## src/rtl/stack_pkg.sv

```systemverilog
// Shared definitions for the operand stack: default geometry and the
// {push,pop} strobe encodings used by the controller, stack and testbench.
package stack_pkg;

    localparam int unsigned STACK_WIDTH = 8;
    localparam int unsigned STACK_DEPTH = 16;
    localparam int unsigned STACK_PTR_W = $clog2(STACK_DEPTH) + 1;

    typedef logic [1:0] stack_op_t;

    localparam stack_op_t OP_NONE = 2'b00;
    localparam stack_op_t OP_POP  = 2'b01;
    localparam stack_op_t OP_PUSH = 2'b10;
    localparam stack_op_t OP_REPL = 2'b11;

    function automatic stack_op_t stack_op(input logic push, input logic pop);
        return {push, pop};
    endfunction

endpackage

```

## src/rtl/stack_unit_if.sv

```systemverilog
// Controller <-> operand stack signal bundle: one-cycle strobes toward the
// stack, top-of-stack word and status back toward the controller.
interface stack_unit_if
    import stack_pkg::*;
#(
    parameter int unsigned WIDTH = STACK_WIDTH,
    parameter int unsigned PTR_W = STACK_PTR_W
);
    logic             push;
    logic             pop;
    logic             tos;
    logic [WIDTH-1:0] push_data;
    logic             err_clr;
    logic [WIDTH-1:0] top_data;
    logic [PTR_W-1:0] count;
    logic             empty;
    logic             full;
    logic             overflow;
    logic             underflow;

    modport master (
        output push, pop, tos, push_data, err_clr,
        input  top_data, count, empty, full, overflow, underflow
    );

    modport slave (
        input  push, pop, tos, push_data, err_clr,
        output top_data, count, empty, full, overflow, underflow
    );

endinterface

```

## src/rtl/stack_regfile.sv

```systemverilog
// DEPTH x WIDTH stack storage: one synchronous write port, one asynchronous
// read port. Contents are deliberately not reset.
module stack_regfile #(
    parameter int unsigned WIDTH  = 8,
    parameter int unsigned DEPTH  = 16,
    parameter int unsigned ADDR_W = $clog2(DEPTH)
) (
    input  logic              clk,
    input  logic              we_i,
    input  logic [ADDR_W-1:0] waddr_i,
    input  logic [WIDTH-1:0]  wdata_i,
    input  logic [ADDR_W-1:0] raddr_i,
    output logic [WIDTH-1:0]  rdata_o
);
    logic [WIDTH-1:0] mem_q [DEPTH];

    always_ff @(posedge clk) begin
        if (we_i) begin
            mem_q[waddr_i] <= wdata_i;
        end
    end

    assign rdata_o = mem_q[raddr_i];

endmodule

```

## src/rtl/stack_unit.sv

```systemverilog
// Hardware LIFO operand stack: decodes push/pop/tos strobes, keeps the stack
// pointer and sticky error flags, and presents a zero-latency top-of-stack.
module stack_unit
    import stack_pkg::*;
#(
    parameter int unsigned WIDTH = STACK_WIDTH,
    parameter int unsigned DEPTH = STACK_DEPTH,
    parameter int unsigned PTR_W = $clog2(DEPTH) + 1
) (
    input logic         clk,
    input logic         rst,
    stack_unit_if.slave bus
);
    localparam int unsigned AW = $clog2(DEPTH);

    logic [PTR_W-1:0] sp_q, sp_d;
    logic             ovf_q, ovf_d;
    logic             unf_q, unf_d;
    logic             ovf_evt, unf_evt;
    logic             is_empty, is_full;
    stack_op_t        op;
    logic             we;
    logic [AW-1:0]    waddr, raddr;
    logic [WIDTH-1:0] rdata;

    assign is_empty = (sp_q == '0);
    assign is_full  = (sp_q == PTR_W'(DEPTH));
    assign op       = stack_op(bus.push, bus.pop);
    // Wraps to DEPTH-1 when empty; top_data masks that case to zero.
    assign raddr    = AW'(sp_q - PTR_W'(1));

    always_comb begin
        sp_d    = sp_q;
        we      = 1'b0;
        waddr   = sp_q[AW-1:0];
        ovf_evt = 1'b0;
        unf_evt = 1'b0;
        case (op)
            OP_NONE: ;
            OP_PUSH: begin
                if (is_full) begin
                    ovf_evt = 1'b1;
                end else begin
                    we   = 1'b1;
                    sp_d = sp_q + PTR_W'(1);
                end
            end
            OP_POP: begin
                if (is_empty) begin
                    unf_evt = 1'b1;
                end else begin
                    sp_d = sp_q - PTR_W'(1);
                end
            end
            OP_REPL: begin
                we = 1'b1;
                if (is_empty) begin
                    waddr   = '0;
                    sp_d    = PTR_W'(1);
                    unf_evt = 1'b1;
                end else begin
                    waddr = raddr;
                end
            end
            default: ;
        endcase
        if (bus.tos && is_empty && !bus.push) begin
            unf_evt = 1'b1;
        end
        // A fresh error in the same cycle takes priority over err_clr.
        ovf_d = ovf_evt | (ovf_q & ~bus.err_clr);
        unf_d = unf_evt | (unf_q & ~bus.err_clr);
    end

    always_ff @(posedge clk) begin
        if (!rst) begin
            sp_q  <= '0;
            ovf_q <= 1'b0;
            unf_q <= 1'b0;
        end else begin
            sp_q  <= sp_d;
            ovf_q <= ovf_d;
            unf_q <= unf_d;
        end
    end

    stack_regfile #(
        .WIDTH (WIDTH),
        .DEPTH (DEPTH),
        .ADDR_W(AW)
    ) u_regfile (
        .clk    (clk),
        .we_i   (we & rst),
        .waddr_i(waddr),
        .wdata_i(bus.push_data),
        .raddr_i(raddr),
        .rdata_o(rdata)
    );

    assign bus.top_data  = is_empty ? '0 : rdata;
    assign bus.count     = sp_q;
    assign bus.empty     = is_empty;
    assign bus.full      = is_full;
    assign bus.overflow  = ovf_q;
    assign bus.underflow = unf_q;

endmodule

```

## src/flat_wrapper.sv

```systemverilog
// flat-port wrapper written by rule: the top's interface ports become plain ports
module stack_unit_flat import stack_pkg::*;
#(
    parameter int unsigned WIDTH = STACK_WIDTH,
    parameter int unsigned DEPTH = STACK_DEPTH,
    parameter int unsigned PTR_W = $clog2(DEPTH) + 1
)
  (clk, rst, bus_push, bus_pop, bus_tos, bus_push_data, bus_err_clr, bus_top_data, bus_count, bus_empty, bus_full, bus_overflow, bus_underflow);
  stack_unit_if #(.WIDTH(WIDTH), .PTR_W(PTR_W)) bus_i ();
  input logic clk;
  input logic rst;
  input wire logic [$bits(bus_i.push)-1:0] bus_push;
  input wire logic [$bits(bus_i.pop)-1:0] bus_pop;
  input wire logic [$bits(bus_i.tos)-1:0] bus_tos;
  input wire logic [$bits(bus_i.push_data)-1:0] bus_push_data;
  input wire logic [$bits(bus_i.err_clr)-1:0] bus_err_clr;
  output wire logic [$bits(bus_i.top_data)-1:0] bus_top_data;
  output wire logic [$bits(bus_i.count)-1:0] bus_count;
  output wire logic [$bits(bus_i.empty)-1:0] bus_empty;
  output wire logic [$bits(bus_i.full)-1:0] bus_full;
  output wire logic [$bits(bus_i.overflow)-1:0] bus_overflow;
  output wire logic [$bits(bus_i.underflow)-1:0] bus_underflow;
  assign bus_i.push = bus_push;
  assign bus_i.pop = bus_pop;
  assign bus_i.tos = bus_tos;
  assign bus_i.push_data = bus_push_data;
  assign bus_i.err_clr = bus_err_clr;
  assign bus_top_data = bus_i.top_data;
  assign bus_count = bus_i.count;
  assign bus_empty = bus_i.empty;
  assign bus_full = bus_i.full;
  assign bus_overflow = bus_i.overflow;
  assign bus_underflow = bus_i.underflow;
  stack_unit #(.WIDTH(WIDTH), .DEPTH(DEPTH), .PTR_W(PTR_W)) u_core (.clk(clk), .rst(rst), .bus(bus_i));
endmodule
```

## config.mk

```make
export PLATFORM = sky130hd
export DESIGN_NAME = stack_unit_flat
export DESIGN_NICKNAME = d
export VERILOG_FILES = /design/src/rtl/stack_pkg.sv /design/src/rtl/stack_unit_if.sv /design/src/rtl/stack_regfile.sv /design/src/rtl/stack_unit.sv /design/src/flat_wrapper.sv
export SDC_FILE = /design/constraint.sdc
export NUM_CORES = 1
export LEC_CHECK = 0
export CORE_MARGIN = 1
export CORE_UTILIZATION = 59
export CTS_CLUSTER_SIZE = 14
export DETAILED_ROUTE_END_ITERATION = 10
export HOLD_SLACK_MARGIN = 0.03
export PLACE_DENSITY_LB_ADDON = 0.08
export SYNTH_ARGS = -nofsm -noshare
export SYNTH_HDL_FRONTEND = slang
export SYNTH_HIERARCHICAL = 1
export SYNTH_SLANG_ARGS = --single-unit
```

## constraint.sdc

```tcl
create_clock -name clk -period 3.9 [get_ports clk]
set_clock_uncertainty 0.2 [all_clocks]
set_input_delay 0.78 -clock clk [delete_from_list [all_inputs] [get_ports clk]]
set_output_delay 0.78 -clock clk [all_outputs]
set_load 0.005 [all_outputs]
```

Word-level counts from Yosys, hierarchy flattened:

Memory sizes are Yosys's and may differ from the RTL's.
Cells that the tools add are included.

* RAM bits: 128
* register bits after elaboration: 7
* logic and storage cells: 42
* input bits: 14
* memories: 1
* output and inout port bits: 17

* reductions and logical operators: 7
* bitwise operators: 6
* add/sub/neg operators: 2
* mux-type cells: 16
* equality and inequality tests: 7

Memory list
* u_core.u_regfile.mem_q: words 16, width 8, rd ports 1, clocked after Yosys merged registers in 0, wr ports 1, RTL line stack_regfile.sv:15 `logic [WIDTH-1:0] mem_q [DEPTH];`

Operators by type and width (number)
* $mux 5: 3
* $pmux 5 s3: 1
* $mux 1: 8
* $mux 4: 2
* $mux 8: 1
* $add 5x1->5 const B: 1
* $eq 5x5->1 const B: 1
* $logic_not 5->1: 1
* $sub 5x1->5 const B: 1
* $eq 2x2->1 const B: 2
* $ne 2x2->1 const B: 2
* $reduce_and 4->1: 1
* $and 1x1->1: 3
* $reduce_bool 3->1: 1
* $eq 2x1->1 const B: 1
* $logic_and 1x1->1: 2
* $ne 2x1->1 const B: 1
* $or 1x1->1: 2
* $pmux 1 s2: 1
* $reduce_or 2->1: 1
* $logic_not 1->1: 1
* $not 1->1: 1

Logic depth before layout (Yosys ltp):

* depth after elaboration: 6
* depth in mapped cells: 8
* mapped depth without buffers: 8

Cells and area by module:

Netlist, hierarchy kept.

Modules (own cells, without submodules)
* stack_regfile: instances 1, cells an instance 221, area an instance 4987.3 um2, seq. area each 3843.7 um2
* stack_unit: instances 1, cells an instance 90, area an instance 733.2 um2, seq. area each 140.1 um2

Least setup slack after synthesis:

OpenSTA, ideal clock, no wires.

* path type: reg-to-reg
* start: register u_core.sp_q[0], in the netlist u_core/bus.count[0]
* end: memory u_core.u_regfile.mem_q[0][0] (enable)
* setup slack: 0.820 ns
* period minus slack after synthesis: 3.080 ns
* path buffers: 0
* cell stages (with the launch flop): 8
* required time: 3.317 ns
* arrival time: 2.497 ns
* library setup time: 0.383 ns
* cell sequence: dfxtp_1 inv_1 ha_1 or3b_4 nor3b_1 nor3_1 or3b_2 nor3_1

* elaborated cells on any way between the ends: 10
* classes of those cells: 1 x add/sub; 1 x eq/ne; 6 x mux; 1 x bitwise; 1 x reduce/logical

RTL lines
* start: declaration: RTL line stack_unit.sv:16 `logic [PTR_W-1:0] sp_q, sp_d;`
* start signal: assignment: RTL line stack_unit.sv:81 `sp_q <= sp_d;`
* $sub 5x1->5: RTL line stack_unit.sv:30 `assign raddr = AW'(sp_q - PTR_W'(1));`
* via u_core.raddr[0]: RTL line stack_unit.sv:23 `logic [AW-1:0] waddr, raddr;`
* $mux 4: RTL line stack_unit.sv:57 `if (is_empty) begin`
* $mux 4: RTL line stack_unit.sv:38 `case (op)`
* end: declaration: RTL line stack_regfile.sv:15

The timed path passes the listed nets, and every way through them passes these cells.

Worst setup path after layout:

* start: register u_core.sp_q[0], in the netlist u_core/bus.count[0]
* end: output port bus_top_data[7]

* cells in the longest elaborated chain, start to end: 3
* elaborated cells on any way between the ends: 4
* classes of those cells: 1 x add/sub; 1 x mux; 1 x reduce/logical; 1 x memory

RTL lines
* $sub 5x1->5: RTL line stack_unit.sv:30
* via u_core.raddr[3]: RTL line stack_unit.sv:23
* $mem_v2 16x8
* via u_core.rdata[7]: RTL line stack_unit.sv:24 `logic [WIDTH-1:0] rdata;`
* $mux 8: RTL line stack_unit.sv:100 `assign bus.top_data = is_empty ? '0 : rdata;`
* end: declaration: RTL line flat_wrapper.sv:17 `output wire logic [$bits(bus_i.top_data)-1:0] bus_top_data;`

The timed path passes the listed nets, and every way through them passes these cells.

==> out/metrics.sh <==
OUTCOME='complete, no violations'
CTS_INSERTED_BUFFERS=17
SLEW-LIMIT-HEADROOM=0.4481
HOLD_VIOL_FINAL=0
BUFFER_PORTS.INSERTED=30
FINAL.MIN_CLOCK_PERIOD_NS=3.801
IO-PIN-COUNT=31
NET_COUNT_AFTER_SYNTHESIS=328
WORST_SETUP_HOLD_PATH_CLK_SLEW_NS=0.06
POSTROUTEWIRELENGTH_MM=11.92
CTS-HTREE-LEVELS=4
FLOORPLAN.DIE.WIDTH_UM=100.5
CTS_HOLD_REPAIR.BUFFERS=0
FP.COREAREA_UM2=9328
CRITICALPATHCATEGORY='reg -> out'
SWITCHING_POWER_mW=1.429
SYNTH.YOSYS.SEQ_AREA_SHARE=0.6964
CLK_ROOT_BUFFER_CELL='sky130_fd_sc_hd__clkbuf_8'
INSTANCES_NO_FILL=515
ANTENNA_VIOLATIONS_BEFORE_REPAIR=0
COUNT_OF_FLIP_FLOPS_WITH_A_BUILT_IN_ENABLE_AFTER_SYNTHESIS=128
ROUTE.DETAILED.WL_PER_INST_UM=23.14
SW_FRAC_OF_TOTAL=0.2890
SYNTH_TOP_CELL_BY_AREA='sky130_fd_sc_hd__edfxtp_1'
SETUP_VIOL=0
ANTENNA-DIODE-COUNT=0
CLOCK_INSERTION_DELAY_WORST_SKEW_NS=0.51
HOLDCRITSTARTPOINT='u_core/bus.underflow$_SDFF_PN0_'
PLACE.DETAILED.INSTANCES=479
GPL.FINAL_WEIGHTED_CONGESTION=0.8346
TIMING.CRITICAL_PATH.FANOUT_MAX=8
ROWS=35
SYNTH_TOP_AREA_FRAC=0.6719
CTS-ROOT-TO-SINK-BUFFERS=2
CP-ENDPOINT='bus_top_data[7]'
YOSYSWARNINGCOUNT=6
FINAL_LAYOUT_SIZE_SUFFIX_GT1_FRAC=0.2798
GRT_START_MAX_NET_PINS=29
ACTUAL_SLEW_AT_THE_WORST_MAX_SLEW_PIN_NS=0.8248
DIE_HEIGHT_UM=100.5
SYNTH.FF_LATCH_COUNT=135
GRT_OVERFLOW=0
SYN_INST=311
POST_SYNTH.CELL_AREA_AVG_UM2=18.39
INITIAL_UTILIZATION=0.6133
RR_ENDPOINT='u_core/u_regfile/mem_q[9][7]$_DFFE_PP_'
POST-SYNTH-TOP-COUNT-CELL='sky130_fd_sc_hd__edfxtp_1'
DRT-PASS1-ITER-COUNT=6
HP-CLASS='reg -> reg'
FIN_TOTAL_PWR_mW=4.943
CRITICAL_PATH_STARTPOINT_CATEGORY='flip-flop'
NUMBER_OF_SINKS_HANDLED_BY_CLOCK_TREE_SYNTHESIS=135
FF2FF_PATH_DEPTH=8
IR_DROP_uV=355.5
REMAINING_DRC_ERRORS=0
REPORT.FINAL.SLEW_VIOL_COUNT=0
STATIC_LEAKAGE_nW=2.401
SYNTH_FLOP_CELL='sky130_fd_sc_hd__edfxtp_1'
P_CLK_FRAC=0.331
REG2REG_SETUP_SLACK_NS=0.89
DRV_CAP=0
TOTAL_POWER_DIVIDED_BY_CELL_AREA_nW_PER_UM2=704.5
GRTUSAGETOTAL=0.2597
DRT-VIAS-PER-INSTANCE=6.157
DRT_FIRST_ITER_VIOLATIONS=326
SYN2LAYOUT_AREA_GROWTH_PCT=22.64
SYNTHESIS.AREA_UM2=5720
FINALWORSTSETUPSLACK_NS=0.09869
TIMING.CRITICAL_PATH.ARRIVAL_NS=2.82
SYNTH.TOP_CELLS.BY_COUNT='sky130_fd_sc_hd__edfxtp_1 (128), sky130_fd_sc_hd__nor2_1 (19), sky130_fd_sc_hd__mux4_2 (18)'
CTS_TREE='built'
PLACE.DETAILED.HPWL_MM=7.405
SETUP.WORST_PATH.START='u_core/bus.count[0]$_SDFFE_PN0P_'
CRIT-REG2REG-LAUNCH='u_core/bus.count[1]$_SDFFE_PN0P_'
MAX_FREQ_MHz=263.1
DIE_AREA_UM2=10090
VIA_COUNT=3171
POST-PLACE-WS_NS=0.3722
LAYOUT_WORST_PATH_CYCLE_SHARE=0.9747
WORSTSETUPENDPOINTTYPE='output port'
SEQUENTIALPOWERSHARE=0.339
SYNTH_CELL_TYPES=48
POST_SYNTH_MAIN_AREA_CONTRIBUTORS='sky130_fd_sc_hd__edfxtp_1 (67%), sky130_fd_sc_hd__mux4_2 (7.1%), sky130_fd_sc_hd__mux4_1 (6.4%)'
FIRST_GLOBAL_VIAS=3112
GRT_PASS1_WL_MM=18.08
SYNTH_ASYNC_RESET_RATIO=0
FINAL_NETS=390
POWER.SHARE.COMBINATIONAL=0.330
CP.REQUIRED_NS=2.92
POSTROUTEANTENNANETS=0
INTERNAL_POWER_mW=3.514
## worst max-delay path: stages, from the launching register on
cell and delay [ns]:
sky130_fd_sc_hd__dfxtp_1 0.33, sky130_fd_sc_hd__buf_4 0.17, sky130_fd_sc_hd__or4_1 0.45, sky130_fd_sc_hd__nand2_2 0.14
sky130_fd_sc_hd__nor2b_1 0.16, sky130_fd_sc_hd__buf_4 0.20, sky130_fd_sc_hd__a22oi_1 0.12, sky130_fd_sc_hd__nand2_1 0.09
sky130_fd_sc_hd__nor2b_1 0.13, sky130_fd_sc_hd__clkdlybuf4s50_1 0.51
## per-layer routing
| layer | up-vias | track usage | wire (um) |
|---|---|---|---|
| met5 | - | 0 | 0 |
| met2 | 142 | 0.4015 | 5771 |
| met3 | 16 | 0.05062 | 944 |
| li1 | 1397 | - | - |
| met1 | 1616 | 0.3729 | 5008 |
| met4 | 0 | 0.09922 | 191 |
## timing repair
action,in CTS,in global routing
pin swaps,0,2
buffers inserted,0,3
hold endpoints to repair,0,0
gates cloned,1,0
resized for setup,16,12
setup endpoints to repair,8,8
## flip-flops by register name, indices dropped and copies added (netlist names)
signal	count
u_core/u_regfile/mem_q	128
u_core/bus.count	5
u_core/bus.underflow	1
u_core/bus.overflow	1
## final cells by class
class | count | area [um^2]
Clock buffer | 17 | 414.1
Tap cell | 129 | 161.4
Sequential cell | 135 | 3988
Clock inverter | 15 | 195.2
Fill cell | 524 | 2312
Timing Repair Buffer | 59 | 569.3
Multi-Input combinational cell | 151 | 1652
Inverter | 9 | 36.28
## cells in the final DEF, fill, tap and decap left out, types with 3 or more instances in the layout
cell	instances
sky130_fd_sc_hd__clkinv_2	4
sky130_fd_sc_hd__mux4_1	11
sky130_fd_sc_hd__nor3_1	5
sky130_fd_sc_hd__nor2b_1	11
sky130_fd_sc_hd__o21ai_0	4
sky130_fd_sc_hd__inv_1	7
sky130_fd_sc_hd__mux4_2	21
sky130_fd_sc_hd__clkbuf_16	16
sky130_fd_sc_hd__o31ai_1	3
sky130_fd_sc_hd__dfxtp_1	6
sky130_fd_sc_hd__bufinv_16	4
sky130_fd_sc_hd__a22oi_1	8
sky130_fd_sc_hd__inv_6	5
sky130_fd_sc_hd__nor2_1	18
sky130_fd_sc_hd__a22oi_2	8
sky130_fd_sc_hd__a21oi_1	4
sky130_fd_sc_hd__nand2b_1	4
sky130_fd_sc_hd__clkdlybuf4s50_1	29
sky130_fd_sc_hd__edfxtp_1	128
sky130_fd_sc_hd__buf_4	25
sky130_fd_sc_hd__nand2_1	15
## how the worst min path moves through the flow
stage,endpoint,slack (ns),cells past startpoint
finish,u_core/bus.underflow$_SDFF_PN0_,0.27,2
floorplan,u_core/bus.underflow$_SDFF_PN0_,0.26,2
global placement,u_core/bus.underflow$_SDFF_PN0_,0.26,2
CTS,u_core/bus.underflow$_SDFF_PN0_,0.27,2
detailed placement,u_core/bus.underflow$_SDFF_PN0_,0.26,2
global route,u_core/bus.underflow$_SDFF_PN0_,0.30,2
## through the flow
stage	hold slack (ns)	instance area, um^2	TNS, ns	util
floorplan	0.2616	5720	0	-
global placement	0.2581	6267	0	0.6719
detailed placement	0.2623	6267	0	0.6719
CTS	0.2712	6933	0	0.7433
global route	0.3013	7015	-0.09082	0.7521
finish	0.2682	7015	0	0.7521
## cells by family (layout without fill, tap and decap cells)
| logic type | count (synthesis) | after routing | share of synthesized area |
|---|---|---|---|
| multiplexers | 33 | 33 | 0.1369 |
| AO/OA/AOI/OAI | 42 | 42 | 0.05796 |
| adder cells (fa/ha/maj) | 3 | 3 | 0.006562 |
| flip-flops | 135 | 135 | 0.6964 |
| buffers and inverters | 25 | 100 | 0.02821 |
| AND/OR/NAND/NOR | 69 | 69 | 0.06780 |
| XOR/XNOR | 4 | 4 | 0.006125 |
## power by group through the flow
| stage | clock [mW] | sequential (mW) | combinational (mW) |
|---|---|---|---|
| 4_1_cts | 1.65 | 1.68 | 1.53 |
| 2_1_floorplan | 0 | 1.70 | 0.908 |
| 5_1_grt | 1.72 | 1.68 | 1.74 |
| 3_3_place_gp | 0 | 1.70 | 1.41 |
| 6_report | 1.63 | 1.68 | 1.63 |
| 3_5_place_dp | 0 | 1.70 | 1.42 |
(Power assumes the default switching activity.)
